[src/rtl/uart_rx_pkg.sv]
// Shared UART definitions: FSM state encodings, default frame parameters
// and the width helper also used by the baud generator and uart_tx.
package uart_rx_pkg;

  typedef enum logic [1:0] {
    IDLE  = 2'b00,
    START = 2'b01,
    DATA  = 2'b10,
    STOP  = 2'b11
  } uart_state_t;

  localparam int DEF_DBIT    = 8;
  localparam int DEF_OVS     = 16;
  localparam int DEF_SB_TICK = 16;

  // Bits needed to count 0..value-1; never less than 1.
  function automatic int uart_clog2(input int value);
    int w;
    w = 1;
    while ((1 << w) < value) w++;
    return w;
  endfunction

  function automatic int uart_max(input int a, input int b);
    return (a > b) ? a : b;
  endfunction

endpackage

[src/rtl/uart_rx_if.sv]
// Receiver-side bundle: oversample tick and serial line in, assembled word,
// done strobe, framing error and busy flag out.
interface uart_rx_if
  import uart_rx_pkg::*;
#(
  parameter int DBIT = DEF_DBIT
);

  logic            s_tick;
  logic            rx;
  logic [DBIT-1:0] dout;
  logic            rx_done_tick;
  logic            frame_err;
  logic            busy;

  // slave: the receiver itself
  modport slave (
    input  s_tick,
    input  rx,
    output dout,
    output rx_done_tick,
    output frame_err,
    output busy
  );

  // master: tick generator / line driver and the word consumer
  modport master (
    output s_tick,
    output rx,
    input  dout,
    input  rx_done_tick,
    input  frame_err,
    input  busy
  );

endinterface

[src/rtl/uart_sync2.sv]
// Two-flop synchronizer for an asynchronous single-bit input; both flops
// reset to RST_VAL so the output never glitches out of reset.
module uart_sync2 #(
  parameter logic RST_VAL = 1'b1
) (
  input  logic clk,
  input  logic rst,
  input  logic d,
  output logic q
);

  logic meta;

  always_ff @(posedge clk) begin
    if (rst) begin
      meta <= RST_VAL;
      q    <= RST_VAL;
    end else begin
      meta <= d;
      q    <= meta;
    end
  end

endmodule

[src/rtl/uart_rx.sv]
// Oversampling UART receiver: start detect, mid-bit data sampling, stop check;
// one-clk done pulse with dout/frame_err registered on the completing edge.
module uart_rx
  import uart_rx_pkg::*;
#(
  parameter int DBIT    = DEF_DBIT,
  parameter int SB_TICK = DEF_SB_TICK,
  parameter int OVS     = DEF_OVS
) (
  input  logic      clk,
  input  logic      rst,
  uart_rx_if.slave  bus
);

  localparam int SW = uart_clog2(uart_max(OVS, SB_TICK));
  localparam int NW = uart_clog2(DBIT);

  localparam logic [SW-1:0] S_HALF = SW'(OVS / 2 - 1);
  localparam logic [SW-1:0] S_BIT  = SW'(OVS - 1);
  localparam logic [SW-1:0] S_STOP = SW'(SB_TICK - 1);
  localparam logic [NW-1:0] N_LAST = NW'(DBIT - 1);

  logic            rx_s;
  uart_state_t     state_q, state_d;
  logic [SW-1:0]   s_cnt_q, s_cnt_d;
  logic [NW-1:0]   n_cnt_q, n_cnt_d;
  logic [DBIT-1:0] shift_q, shift_d;
  logic [DBIT-1:0] dout_q, dout_d;
  logic            ferr_q, ferr_d;
  logic            done_q, done_d;

  uart_sync2 #(
    .RST_VAL (1'b1)
  ) u_sync (
    .clk (clk),
    .rst (rst),
    .d   (bus.rx),
    .q   (rx_s)
  );

  always_ff @(posedge clk) begin
    if (rst) begin
      state_q <= IDLE;
      s_cnt_q <= '0;
      n_cnt_q <= '0;
      shift_q <= '0;
      dout_q  <= '0;
      ferr_q  <= 1'b0;
      done_q  <= 1'b0;
    end else begin
      state_q <= state_d;
      s_cnt_q <= s_cnt_d;
      n_cnt_q <= n_cnt_d;
      shift_q <= shift_d;
      dout_q  <= dout_d;
      ferr_q  <= ferr_d;
      done_q  <= done_d;
    end
  end

  always_comb begin
    state_d = state_q;
    s_cnt_d = s_cnt_q;
    n_cnt_d = n_cnt_q;
    shift_d = shift_q;
    dout_d  = dout_q;
    ferr_d  = ferr_q;
    done_d  = 1'b0;

    unique case (state_q)
      IDLE: begin
        if (!rx_s) begin
          state_d = START;
          s_cnt_d = '0;
        end
      end

      START: begin
        if (bus.s_tick) begin
          if (s_cnt_q == S_HALF) begin
            // A line that is high again at mid start bit was only a glitch.
            if (!rx_s) begin
              state_d = DATA;
              s_cnt_d = '0;
              n_cnt_d = '0;
            end else begin
              state_d = IDLE;
            end
          end else begin
            s_cnt_d = s_cnt_q + SW'(1);
          end
        end
      end

      DATA: begin
        if (bus.s_tick) begin
          if (s_cnt_q == S_BIT) begin
            shift_d = {rx_s, shift_q[DBIT-1:1]};
            s_cnt_d = '0;
            if (n_cnt_q == N_LAST) begin
              state_d = STOP;
            end else begin
              n_cnt_d = n_cnt_q + NW'(1);
            end
          end else begin
            s_cnt_d = s_cnt_q + SW'(1);
          end
        end
      end

      STOP: begin
        // Counting from the last data sample lands mid-stop, leaving slack
        // for a start edge that follows the stop bit immediately.
        if (bus.s_tick) begin
          if (s_cnt_q == S_STOP) begin
            dout_d  = shift_q;
            ferr_d  = ~rx_s;
            done_d  = 1'b1;
            state_d = IDLE;
          end else begin
            s_cnt_d = s_cnt_q + SW'(1);
          end
        end
      end

      default: state_d = IDLE;
    endcase
  end

  assign bus.dout         = dout_q;
  assign bus.frame_err    = ferr_q;
  assign bus.rx_done_tick = done_q;
  assign bus.busy         = (state_q != IDLE);

endmodule
[src/flat_wrapper.sv]
// flat-port wrapper written by rule: the top's interface ports become plain ports
module uart_rx_flat import uart_rx_pkg::*;
#(
  parameter int DBIT    = DEF_DBIT,
  parameter int SB_TICK = DEF_SB_TICK,
  parameter int OVS     = DEF_OVS
)
  (clk, rst, bus_s_tick, bus_rx, bus_dout, bus_rx_done_tick, bus_frame_err, bus_busy);
  uart_rx_if #(.DBIT(DBIT)) bus_i ();
  input  logic clk;
  input  logic rst;
  input wire logic [$bits(bus_i.s_tick)-1:0] bus_s_tick;
  input wire logic [$bits(bus_i.rx)-1:0] bus_rx;
  output wire logic [$bits(bus_i.dout)-1:0] bus_dout;
  output wire logic [$bits(bus_i.rx_done_tick)-1:0] bus_rx_done_tick;
  output wire logic [$bits(bus_i.frame_err)-1:0] bus_frame_err;
  output wire logic [$bits(bus_i.busy)-1:0] bus_busy;
  assign bus_i.s_tick = bus_s_tick;
  assign bus_i.rx = bus_rx;
  assign bus_dout = bus_i.dout;
  assign bus_rx_done_tick = bus_i.rx_done_tick;
  assign bus_frame_err = bus_i.frame_err;
  assign bus_busy = bus_i.busy;
  uart_rx #(.DBIT(DBIT), .SB_TICK(SB_TICK), .OVS(OVS)) u_core (.clk(clk), .rst(rst), .bus(bus_i));
endmodule
[config.mk]
export PLATFORM = sky130hd
export DESIGN_NAME = uart_rx_flat
export DESIGN_NICKNAME = d
export VERILOG_FILES = /design/src/rtl/uart_rx_pkg.sv /design/src/rtl/uart_rx_if.sv /design/src/rtl/uart_sync2.sv /design/src/rtl/uart_rx.sv /design/src/flat_wrapper.sv
export SDC_FILE = /design/constraint.sdc
export NUM_CORES = 1
export LEC_CHECK = 0
export BUFFER_PORTS_ARGS = -buffer_cell sky130_fd_sc_hd__buf_2
export CAP_MARGIN = 20
export CORE_MARGIN = 8
export CORE_UTILIZATION = 40
export CTS_BUF_LIST = sky130_fd_sc_hd__clkbuf_8
export DETAILED_ROUTE_END_ITERATION = 10
export MAX_ROUTING_LAYER = met4
export PLACE_DENSITY = 0.64
export RECOVER_POWER = 50
export SETUP_SLACK_MARGIN = 0.4
export SYNTH_ARGS = -nofsm -noshare
export SYNTH_HDL_FRONTEND = slang
export SYNTH_SLANG_ARGS = --single-unit
[constraint.sdc]
create_clock -name clk -period 2.2 [get_ports clk]
set_input_delay 0.44 -clock clk [delete_from_list [all_inputs] [get_ports clk]]
set_output_delay 0.44 -clock clk [all_outputs]
set_load 0.01 [all_outputs]
== Word level (Yosys, flattened, before mapping) ==
Cells that the tools add are included.
Widths: inputs -> output; s select.

* Flip-flop bits (word level): 29
* Input bits: 4
* Logic and storage cells: 66
* Output and inout bits: 11

* Add/subtract/negate cells: 2
* Reduce and logical (&&, ||, !) cells: 9
* Equality and inequality tests: 17
* Muxes and demuxes: 26
* Bitwise gates (word level): 3

{| class="wikitable"
|+ Operators by type and width
! operator !! count
|-
| $mux 4 || 7
|-
| $mux 2 || 9
|-
| $mux 3 || 6
|-
| $pmux 4 s4 || 1
|-
| $ne 2x2->1 const B || 7
|-
| $ne 2x1->1 const B || 4
|-
| $pmux 2 s4 || 1
|-
| $reduce_and 8->1 || 1
|-
| $reduce_and 7->1 || 1
|-
| $pmux 3 s2 || 1
|-
| $reduce_and 3->1 || 2
|-
| $add 4x1->4 const B || 1
|-
| $eq 2x2->1 const B || 2
|-
| $eq 4x3->1 const B || 1
|-
| $eq 4x4->1 const B || 1
|-
| $reduce_and 4->1 || 1
|-
| $reduce_bool 2->1 || 2
|-
| $add 3x1->3 const B || 1
|-
| $eq 3x3->1 const B || 1
|-
| $not 1->1 || 3
|-
| $reduce_or 3->1 || 1
|-
| $eq 2x1->1 const B || 1
|-
| $logic_not 2->1 || 1
|-
| $mux 1 || 1
|}

== Logic depth before layout (Yosys ltp) ==
Gate-level depths: netlist of the first run.

* Depth in word-level cells: 5
* Mapped depth: 7
* Mapped depth without buffers: 6

== Hierarchy ==
A second synthesis of the first run with hierarchy kept.

* Cell total of the unflattened synthesis: 123
* Area, all modules: 1243.7 um^2

{| class="wikitable"
|+ Modules (own cells, without submodules)
! module !! area an instance (um^2) !! cells an instance !! seq. area each (um^2) !! instances
|-
| uart_rx || 1191.1 || 119 || 540.5 || 1
|-
| uart_sync2 || 52.6 || 4 || 40.0 || 1
|}

== Worst setup path after synthesis of the first run ==
Ideal clock, no wire load.

* Path type: reg-to-reg
* Start: reg u_core.s_cnt_q[0]
* End: reg u_core.shift_q[7]
* Required time: 2.072 ns
* Setup time: 0.128 ns
* Buffers on the path: 2
* Setup slack: 0.650 ns
* Cell stages (with the launch flop): 8
* Period minus slack after synthesis: 1.550 ns
* Arrival time: 1.422 ns
* Cells stage by stage: dfxtp_1 ha_1 buf_2 nand4_2 nor3b_2 buf_6 mux2i_1 nor2_1

* Longest elaborated chain between the ends: 2

{| class="wikitable"
|+ RTL lines
! element !! line !! RTL
|-
| start: declaration || uart_rx.sv:25 || <nowiki>logic [SW-1:0] s_cnt_q, s_cnt_d;</nowiki>
|-
| start signal: assignment || uart_rx.sv:52 || <nowiki>s_cnt_q <= s_cnt_d;</nowiki>
|-
| $eq 4x4->1 || uart_rx.sv:97 || <nowiki>if (s_cnt_q == S_BIT) begin</nowiki>
|-
| $reduce_and 3->1 (no source line) || - ||
|-
| end signal: assignment || uart_rx.sv:54 || <nowiki>shift_q <= shift_d;</nowiki>
|-
| end: declaration || uart_rx.sv:27 || <nowiki>logic [DBIT-1:0] shift_q, shift_d;</nowiki>
|}

Every way passes these cells.
A chain may end at the register's enable or synchronous reset.

== Worst setup path after layout of the first run ==
* Start: reg u_core.s_cnt_q[0]
* End: reg u_core.n_cnt_q[0]

* Longest elaborated chain between the ends: 3
* Elaborated cells between the ends (all ways): 5
* Those cells by class: 4 x eq/ne; 1 x reduce/logical

{| class="wikitable"
|+ RTL lines
! element !! line !! RTL
|-
| $eq 4x4->1 / $eq 4x3->1 (equally long branches) || uart_rx.sv:97, uart_rx.sv:80 ||
|-
| $ne 2x1->1 (no source line) || - ||
|-
| $reduce_and 7->1 (no source line) (*) || - ||
|-
| end signal: assignment || uart_rx.sv:53 || <nowiki>n_cnt_q <= n_cnt_d;</nowiki>
|-
| end: declaration || uart_rx.sv:26 || <nowiki>logic [NW-1:0] n_cnt_q, n_cnt_d;</nowiki>
|}

Mark *: on every way between the ends. The rest lies on a longest branch, timed or not.

==> results of run 1 <==
## layer usage
| metal | vias up | wire (um) |
|---|---|---|
| met1 | 491 | 1134 |
| met4 | 0 | 51 |
| li1 | 521 | - |
| met2 | 16 | 1231 |
| met3 | 6 | 110 |
| met5 | - | 0 |
## area by class of cell
type	instances	area [um^2]	share of cell area
tap	46	57.56	0.03908
clock buffer	5	68.82	0.04673
timing repair buffer	15	63.81	0.04333
inverter	6	22.52	0.01529
multi-input combinational	97	664.4	0.4511
clock inverter	3	13.76	0.009346
sequential	29	581.8	0.3951
## per-stage QoR
step	total power, mW	hold WS (ps)	area (um^2)	instances	setup WS, ps
6_report	0.9746	343.3	1473	201	316.1
5_1_grt	1.015	335.2	1473	201	233.3
4_1_cts	0.9883	337.5	1494	201	460.9
3_5_place_dp	0.5805	392.8	1409	193	386.0
3_3_place_gp	0.5799	394.1	1409	193	483.2
2_1_floorplan	0.5731	389.5	1324	141	650.0
## worst paths after layout
path	start	end	slack [ps]
setup / recovery	u_core.s_cnt_q[0]$_SDFFE_PP0P_	u_core.n_cnt_q[0]$_SDFFE_PP0P_	320
hold / removal	bus_rx	u_core.u_sync.meta$_SDFF_PP1_	340
hold reg to reg	u_core.u_sync.meta$_SDFF_PP1_	u_core.u_sync.q$_SDFF_PP1_	400
setup reg to reg	u_core.s_cnt_q[0]$_SDFFE_PP0P_	u_core.n_cnt_q[0]$_SDFFE_PP0P_	320
## sequential cells by signal, indices dropped and copies added (netlist names), named ones only
| signal | count |
|---|---|
| u_core.shift_q | 8 |
| u_core.s_cnt_q | 4 |
| u_core.u_sync.q | 1 |
| u_core.n_cnt_q | 3 |
| u_core.bus.rx_done_tick | 1 |
| u_core.bus.dout | 8 |
| u_core.state_q | 1 |
| u_core.u_sync.meta | 1 |
| u_core.bus.frame_err | 1 |
## power by group through the flow
stage / sequential [mW] / clock, mW / combinational, mW
after floorplan: 0.544 / 0 / 0.0292
after global placement: 0.549 / 0 / 0.0311
after detailed placement: 0.549 / 0 / 0.0315
after CTS: 0.537 / 0.419 / 0.0316
after global routing: 0.538 / 0.442 / 0.0345
final: 0.538 / 0.406 / 0.0310
## critical path, stage by stage, from the launching register on
cell and delay, ps:
dfxtp_1 420, ha_1 360, nand4_1 240, or4_1 520
nand3_1 110, a21oi_1 60
## synthesized netlist by cell type, types with 2 or more instances
master | instances | area [um^2]
nor2_1 | 24 | 90.09
o32ai_1 | 2 | 17.52
o21ai_0 | 2 | 10.01
inv_1 | 6 | 22.52
nand2_1 | 6 | 22.52
nand4b_1 | 2 | 17.52
buf_2 | 4 | 20.02
nand2b_1 | 2 | 12.51
ha_1 | 3 | 37.54
clkbuf_1 | 3 | 11.26
a211oi_1 | 4 | 30.03
dfxtp_1 | 29 | 580.6
mux2i_1 | 17 | 170.2
nand4_2 | 2 | 25.02
o211ai_1 | 2 | 15.01
or2_2 | 2 | 12.51
a21oi_1 | 5 | 25.02
nor4_1 | 2 | 12.51
nor3_1 | 3 | 15.01
## cells by family (layout without fill, tap and decap cells)
family | after synthesis | after routing
simple gates | 54 | 54
flops | 29 | 29
compound gates | 21 | 21
mux | 18 | 18
buf+inv | 15 | 29
fa+ha+maj | 3 | 3
xor+xnor | 1 | 1
## cell usage in the layout (no fill, tap or decap), types with 2 or more instances in the layout
cell,instances
nand2_1,6
clkbuf_8,5
nor3_1,3
nor2_1,24
o32ai_1,2
clkbuf_1,11
dfxtp_1,28
clkinv_2,2
o211ai_1,2
a211oi_1,4
mux2i_1,17
nor4_1,2
nand2b_1,2
or2_2,2
a21oi_1,5
nand4b_1,2
o21ai_0,2
inv_1,7
nand4_1,2
ha_1,3
buf_2,3
## what timing repair did
| item | in CTS | in global routing |
|---|---|---|
| setup endpoints to repair | 3 | 16 |
| gates resized for setup | 1 | 2 |
| pin swaps | 0 | 1 |
==> summary.md, run 1 <==
| Metric | Value |
|---|---|
| Post-synthesis compound-gate area fraction | `0.1068` |
| Initial Utilization | `0.4063` |
| Number of diodes | `0` |
| Adder-cell area share of the yosys netlist | `0.02836` |
| Top Ports | `15` |
| CTS tree | `yes` |
| Worst slew margin | `0.1729` |
| Crit end category | `flop` |
| Ratio of cells with drive above 1 in the final layout | `0.1226` |
| Setup crit start kind | `flop` |
| Ys flop type | `dfxtp_1` |
| Comb pwr share | `0.032` |
| Mux contribution to synthesized area | `0.1371` |
| # setup viols final | `0` |
| DRT Pass-1 Iters | `4` |
| Postcts setup bufs | `0` |
| Critical path class | `flop to flop` |
| Most Used Layer, Global Route | `met2` |
| Skew-Pair Late Insertion Delay | `280 ps` |
| Post-synth ARST share | `0` |
| Worst Path Arrival | `1990 ps` |
| RSZ-0062 raised after global routing | `no` |
| Power share of the clock group | `0.416` |
| Post-DP HPWL | `1.784 mm` |
| DR iter-0 viols | `65` |
| Xor/xnor share of the synthesized area | `0.006616` |
| Setup Skew | `1.537 ps` |
| Synth Instances | `141` |
| Routability cong. | `0.8220` |
| Max Cap Viol | `0` |
| Avg Inst Size Synth | `9.388 um^2` |
| Fillers | `342` |
| Synth warn | `0` |
| WP data required | `2300 ps` |
| Hold_buf cts | `0` |
| Class of the worst hold path | `input port to flop` |
| Initial antenna violation count | `0` |
| Worst hold stages | `2` |
| Power density over the cells | `661.8 nW/um^2` |
| Switching part of the total | `0.2251` |
| Sequential cell area fraction in the yosys report | `0.4386` |
| Die area | `5406 um^2` |
| DR vias/cell | `5.144` |
| CTS Buf Count | `5` |
| Deepest clock path buffer count | `2` |
| Synthesized net count | `148` |
| Power Internal | `0.7552 mW` |
| Clock root buffer master | `clkbuf_8` |
| Core Box Area | `3258 um^2` |
| Post-synth EDFFs | `0` |
| Nets | `161` |
| Fmax | `530.8 MHz` |
| Worst-path clk slew | `60 ps` |
| GRT Total Usage | `0.1096` |
| Pin count of the biggest net entering global routing | `33` |
| Max FO, Critical Path | `8` |
| M1 GR Usage | `0.1122` |
| Max Slew Vio Count | `0` |
| Die Wd | `73.53 um` |
| Largest family of logic cells by synthesized area | `simple AND/OR/NAND/NOR gates` |
| Vias after detailed routing | `1034` |
| Setup_tns | `0 ps` |
| Outcome | `finished, final reports clean` |
| Peak VDD IR | `385.1 uV` |
| Clock H-tree levels | `2` |
| Seq cells post-synth | `29` |
| Mapped Area | `1324 um^2` |
| Worst slew pin tran | `1241 ps` |
| Port buffer count | `14` |
| Post-synthesis simple-gate area fraction | `0.2278` |
| Lkg Pwr | `0.5288 nW` |
| Grt ovf | `0` |
| Met2 Usage GRT | `0.1693` |
| FP Rows | `21` |
| Post-layout util | `0.4520` |
| Final period utilization | `0.8563` |
| Routed WL | `2.528 mm` |
| Hold Vio Cnt, Final | `0` |
| Yosys cell types | `40` |
| M3 GR Usage | `0.04911` |
| CTS sink cnt | `29` |
| Net switching power | `0.2194 mW` |
| Tmin final | `1884 ps` |
| First-pass GRT wire length | `4.457 mm` |
| Sequential power share | `0.552` |
| Vias in the first global route | `1023` |
| WL/cell | `12.58 um` |
| Worst reg-to-reg path cell count | `5` |
| Chip height | `73.53 um` |
| Final antenna-violating net count | `0` |
| Synth-to-Final Area Change | `11.25%` |
| Drt drc | `0` |
Power figures use the tool's default switching activity.
==> run 2, diff against run 1 <==
--- a/config.mk
+++ b/config.mk
@@ -9,7 +9,7 @@
 export CAP_MARGIN = 20
 export CORE_MARGIN = 8
 export CORE_UTILIZATION = 40
-export CTS_BUF_LIST = sky130_fd_sc_hd__clkbuf_8
+export CTS_CLUSTER_DIAMETER = 200
 export DETAILED_ROUTE_END_ITERATION = 10
 export MAX_ROUTING_LAYER = met4
 export PLACE_DENSITY = 0.64
==> summary.md, run 2 (synthesized netlist as in run 1, its figures left out) <==
| Metric | Value |
|---|---|
| Outcome | `finished, final reports clean` |
| Grt ovf | `0` |
| Deepest clock path buffer count | `2` |
| CTS Buf Count | `5` |
| Post-Place Worst Slack | `386.0 ps` |
| Top Ports | `15` |
| Initial antenna violation count | `0` |
| Worst hold stages | `2` |
| Ratio of cells with drive above 1 in the final layout | `0.1226` |
| Nets | `161` |
| DR iter-0 viols | `46` |
| Critical path class | `flop to flop` |
| Lkg Pwr | `0.5117 nW` |
| Core Box Area | `3258 um^2` |
| Power density over the cells | `603.9 nW/um^2` |
| Tmin final | `1861 ps` |
| Number of diodes | `0` |
| CTS tree | `yes` |
| Max Slew Vio Count | `0` |
| Clock H-tree levels | `2` |
| Peak VDD IR | `366.3 uV` |
| Initial Utilization | `0.4063` |
| Setup crit start kind | `flop` |
| CTS sink cnt | `29` |
| Worst-path clk slew | `90 ps` |
| # setup viols final | `0` |
| Fmax | `537.3 MHz` |
| FP Rows | `21` |
| Most frequent cells in the layout | `dfxtp_1 (28), nor2_1 (24), mux2i_1 (17)` |
| Chip height | `73.53 um` |
| Total power | `0.8705 mW` |
| Worst slew margin | `0.1593` |
| Skew-Pair Late Insertion Delay | `330 ps` |
| Hold Vio Cnt, Final | `0` |
| RSZ-0062 raised after global routing | `no` |
| Port buffer count | `14` |
| Most common cell after layout, fill and taps aside | `dfxtp_1` |
| Worst Path Arrival | `2010 ps` |
| Worst reg-to-reg path cell count | `5` |
| Post-route setup slack | `338.9 ps` |
| Clock root buffer master | `clkbuf_4` |
| Setup Skew | `7.578 ps` |
| Setup_tns | `0 ps` |
| Critical path cell sequence | `ha_1 -> nand4_1 -> or4_1 -> nand3_1 -> a21oi_1` |
| Post-DP HPWL | `1.784 mm` |
| Final period utilization | `0.8460` |
| DR vias/cell | `5.154` |
| Cell area after layout | `1441 um^2` |
| Max Cap Viol | `0` |
| GRT Total Usage | `0.1085` |
| WL/cell | `12.63 um` |
| Final Non-Filler Cells | `201` |
| Critical path's largest stage delay | `520 ps` |
| First-pass GRT wire length | `4.402 mm` |
| Vias after detailed routing | `1036` |
| Final antenna-violating net count | `0` |
| Max FO, Critical Path | `8` |
| Vias in the first global route | `1026` |
| Routed WL | `2.538 mm` |
| Placed instance area | `1409 um^2` |
| Routability cong. | `0.8220` |
| Crit-path slowest cell | `or4_1` |
| Pin count of the biggest net entering global routing | `33` |
| Die area | `5406 um^2` |
| Class of the worst hold path | `input port to flop` |
| Crit end category | `flop` |
| Dpl cells | `193` |
| Synth-to-Final Area Change | `8.884%` |
| Worst slew pin tran | `1261 ps` |
| DRT Pass-1 Iters | `4` |
| Drt drc | `0` |
| Die Wd | `73.53 um` |
| WP data required | `2350 ps` |
==> run 2: changes by cell type in the layout (fill, tap and decap cells not counted) <==
cell	delta
inv_1	-1
clkbuf_1	+1
clkbuf_4	+5
clkbuf_8	-5
==> run 2: cell type report <==
class,count,area (um^2)
Timing Repair Buffer,15,63.81
Tap cell,46,57.56
Fill cell,354,1817
Clock buffer,6,41.29
Clock inverter,2,10.01
Sequential cell,29,581.8
Multi-Input combinational cell,97,664.4
Inverter,6,22.52
==> run 2: worst max-delay path, delay by kind of cell, from the launching register on <==
kind,cells,cell delay [ps]
fa+ha+maj,1,340
flops,1,420
compound gates,1,60
simple gates,3,860
==> run 2: final timing paths <==
check | start | endpoint | slack (ps)
worst max-delay path | u_core.s_cnt_q[0]$_SDFFE_PP0P_ | u_core.n_cnt_q[0]$_SDFFE_PP0P_ | 340
worst min-delay path | bus_rx | u_core.u_sync.meta$_SDFF_PP1_ | 300
worst max register to register | u_core.s_cnt_q[0]$_SDFFE_PP0P_ | u_core.n_cnt_q[0]$_SDFFE_PP0P_ | 340
worst min register to register | u_core.u_sync.meta$_SDFF_PP1_ | u_core.u_sync.q$_SDFF_PP1_ | 410
==> run 2: what timing repair did <==
action,CTS,global route
buffers inserted,0,0
hold buffers,0,0
gates resized for setup,1,2
endpoints found under the hold margin,0,0
gates cloned,0,0
endpoints found under the setup margin,5,19
==> run 2: metrics by stage <==
step	hold WS [ps]	util
3_5_place_dp	392.8	0.4324
3_3_place_gp	394.1	0.4324
6_report	295.9	0.4424
2_1_floorplan	389.5	-
5_1_grt	274.0	0.4424
4_1_cts	285.3	0.4489
==> run 2: where the power goes <==
group / switching, mW / leakage [nW] / internal [mW]
combinational: 0.0192 / 0.245 / 0.0121
clock: 0.181 / 0.0320 / 0.121
sequential: 0.00807 / 0.235 / 0.529
==> run 2: layer usage <==
layer,global-route usage,part of all wire
met4,0.06430,0.019
met5,-,0
met2,0.1654,0.48
met3,0.05321,0.055
met1,0.1106,0.44
==> run 3, diff against run 2 <==
--- a/config.mk
+++ b/config.mk
@@ -12,7 +12,7 @@
 export CTS_CLUSTER_DIAMETER = 200
 export DETAILED_ROUTE_END_ITERATION = 10
 export MAX_ROUTING_LAYER = met4
-export PLACE_DENSITY = 0.64
+export PLACE_DENSITY = 0.66
 export RECOVER_POWER = 50
 export SETUP_SLACK_MARGIN = 0.4
 export SYNTH_ARGS = -nofsm -noshare
==> constraint.sdc (replaced) <==
create_clock -name clk -period 1.51 [get_ports clk]
set_input_delay 0.302 -clock clk [delete_from_list [all_inputs] [get_ports clk]]
set_output_delay 0.302 -clock clk [all_outputs]
set_load 0.01 [all_outputs]
==> summary.md, run 3 (synthesized netlist as in run 1, its figures left out) <==
| Metric | Value |
|---|---|
| Class of the worst hold path | `input port to flop` |
| Worst hold slack | `163.1 ps` |
| Worst slew pin tran | `508.3 ps` |
| WP data required | `1700 ps` |
| GRT Total Usage | `0.1255` |
| Worst R2R Start | `u_core.s_cnt_q[0]$_SDFFE_PP0P_` |
| Nets | `189` |
| Deepest clock path buffer count | `2` |
| Clock root buffer master | `clkbuf_4` |
| RSZ-0062 raised after global routing | `yes` |
| Fmax | `673.9 MHz` |
| Vias after detailed routing | `1179` |
| Buffers and inverters on the worst path | `0` |
| DR vias/cell | `5.171` |
| Dpl cells | `208` |
| Chip height | `73.53 um` |
| Max Cap Viol | `0` |
| Max FO, Critical Path | `5` |
| Fillers | `300` |
| Critical path cell sequence | `ha_4 -> nand4_1 -> or4_4 -> nand3_2 -> a21oi_2` |
| Crit-path slowest cell | `or4_4` |
| Hold Vio Cnt, Final | `0` |
| FP Rows | `21` |
| Cell family with most CP delay | `simple AND/OR/NAND/NOR gates` |
| CTS tree | `yes` |
| First-pass GRT wire length | `5.202 mm` |
| Drt drc | `0` |
| DR iter-0 viols | `116` |
| Critical path class | `flop to flop` |
| Power density over the cells | `670.4 nW/um^2` |
| Outcome | `finished, final reports clean` |
| CTS Buf Count | `5` |
| Register area | `605.6 um^2` |
| Most frequent cells in the layout | `nor2_1 (21), dfxtp_1 (19), buf_6 (18)` |
| Final antenna-violating net count | `0` |
| Synth-to-Final Area Change | `49.15%` |
| DRT Pass-1 Iters | `4` |
| Hold Path Origin | `bus_rx` |
| Grt ovf | `0` |
| Max Slew Vio Count | `0` |
| Placed instance area | `1583 um^2` |
| Post-DP HPWL | `2.025 mm` |
| Total power | `1.324 mW` |
| Clock H-tree levels | `2` |
| WL/cell | `14.43 um` |
| Cell area after layout | `1974 um^2` |
| Die area | `5406 um^2` |
| Critical path's largest stage delay | `480 ps` |
| Worst slew margin | `0.6611` |
| Crit end category | `flop` |
| CTS sink cnt | `29` |
| Most common cell after layout, fill and taps aside | `nor2_1` |
| Core Box Area | `3258 um^2` |
| Initial antenna violation count | `0` |
| Area of the multi-input gates | `850.8 um^2` |
| Pin count of the biggest net entering global routing | `22` |
| Setup Skew | `10.73 ps` |
| Lkg Pwr | `0.7439 nW` |
| Routed WL | `3.290 mm` |
| Final Non-Filler Cells | `228` |
| Skew-Pair Late Insertion Delay | `320 ps` |
| Peak VDD IR | `459.0 uV` |
| Top Ports | `15` |
| Setup crit start kind | `flop` |
| Final period utilization | `0.9828` |
| R2R setup slack | `30 ps` |
| Routability cong. | `0.7443` |
| # setup viols final | `0` |
| Port buffer count | `14` |
| Vias in the first global route | `1155` |
| Worst-path clk slew | `90 ps` |
| Die Wd | `73.53 um` |
| Worst setup path startpoint | `u_core.s_cnt_q[0]$_SDFFE_PP0P_` |
| Ratio of cells with drive above 1 in the final layout | `0.4725` |
| Initial Utilization | `0.4063` |
| Tmin final | `1484 ps` |
| Worst Path Arrival | `1670 ps` |
| Number of diodes | `0` |
==> run 3: final cells by class <==
type | instances | share of cell area
clock buffer | 7 | 0.02788
inverter | 6 | 0.01267
multi-input combinational | 97 | 0.4309
sequential | 29 | 0.3067
tap | 46 | 0.02915
timing repair buffer | 43 | 0.1926
==> run 3: power breakdown <==
group	internal (mW)	switching, mW	leakage [nW]	total [mW]
Clock	0.219	0.243	0.0314	0.462
Sequential	0.763	0.00948	0.241	0.773
Combinational	0.0411	0.0475	0.472	0.0886
Total	1.02	0.300	0.744	1.32
==> run 3: what timing repair did <==
action	CTS	global route
pin swaps	15	14
hold buffers	0	0
buffers inserted	8	5
gates resized for setup	29	35
cloned	0	0
setup endpoints to repair	30	36
==> run 3: routing by layer <==
metal | wire (um) | global-route usage | vias up
met1 | 1449 | 0.1431 | 558
met3 | 195 | 0.03820 | 4
met5 | 0 | - | -
met2 | 1618 | 0.2018 | 35
met4 | 27 | 0.04656 | 0
li1 | - | - | 582
==> run 3: path summary, 6_finish.rpt <==
kind | endpoint | cells after the start
hold reg to reg | u_core.u_sync.q$_SDFF_PP1_ | 1
hold / removal | u_core.u_sync.meta$_SDFF_PP1_ | 2
setup reg to reg | u_core.n_cnt_q[0]$_SDFFE_PP0P_ | 5
setup / recovery | u_core.n_cnt_q[0]$_SDFFE_PP0P_ | 5
==> run 3: stage by stage <==
step	setup slack (ps)	util	setup TNS, ps
6_report	26.01	0.6060	0
5_1_grt	-3.602	0.6060	-8.388
4_1_cts	29.70	0.5576	0
3_5_place_dp	-19.07	0.4858	-21.75
3_3_place_gp	20.90	0.4858	0
2_1_floorplan	33.85	-	0
==> run 3: worst register-to-register path, cell delays in order (launching register included) <==
cell and delay (ps):
dfxtp_4 380, ha_4 180, nand4_1 170, or4_4 480, nand3_2 100, a21oi_2 50
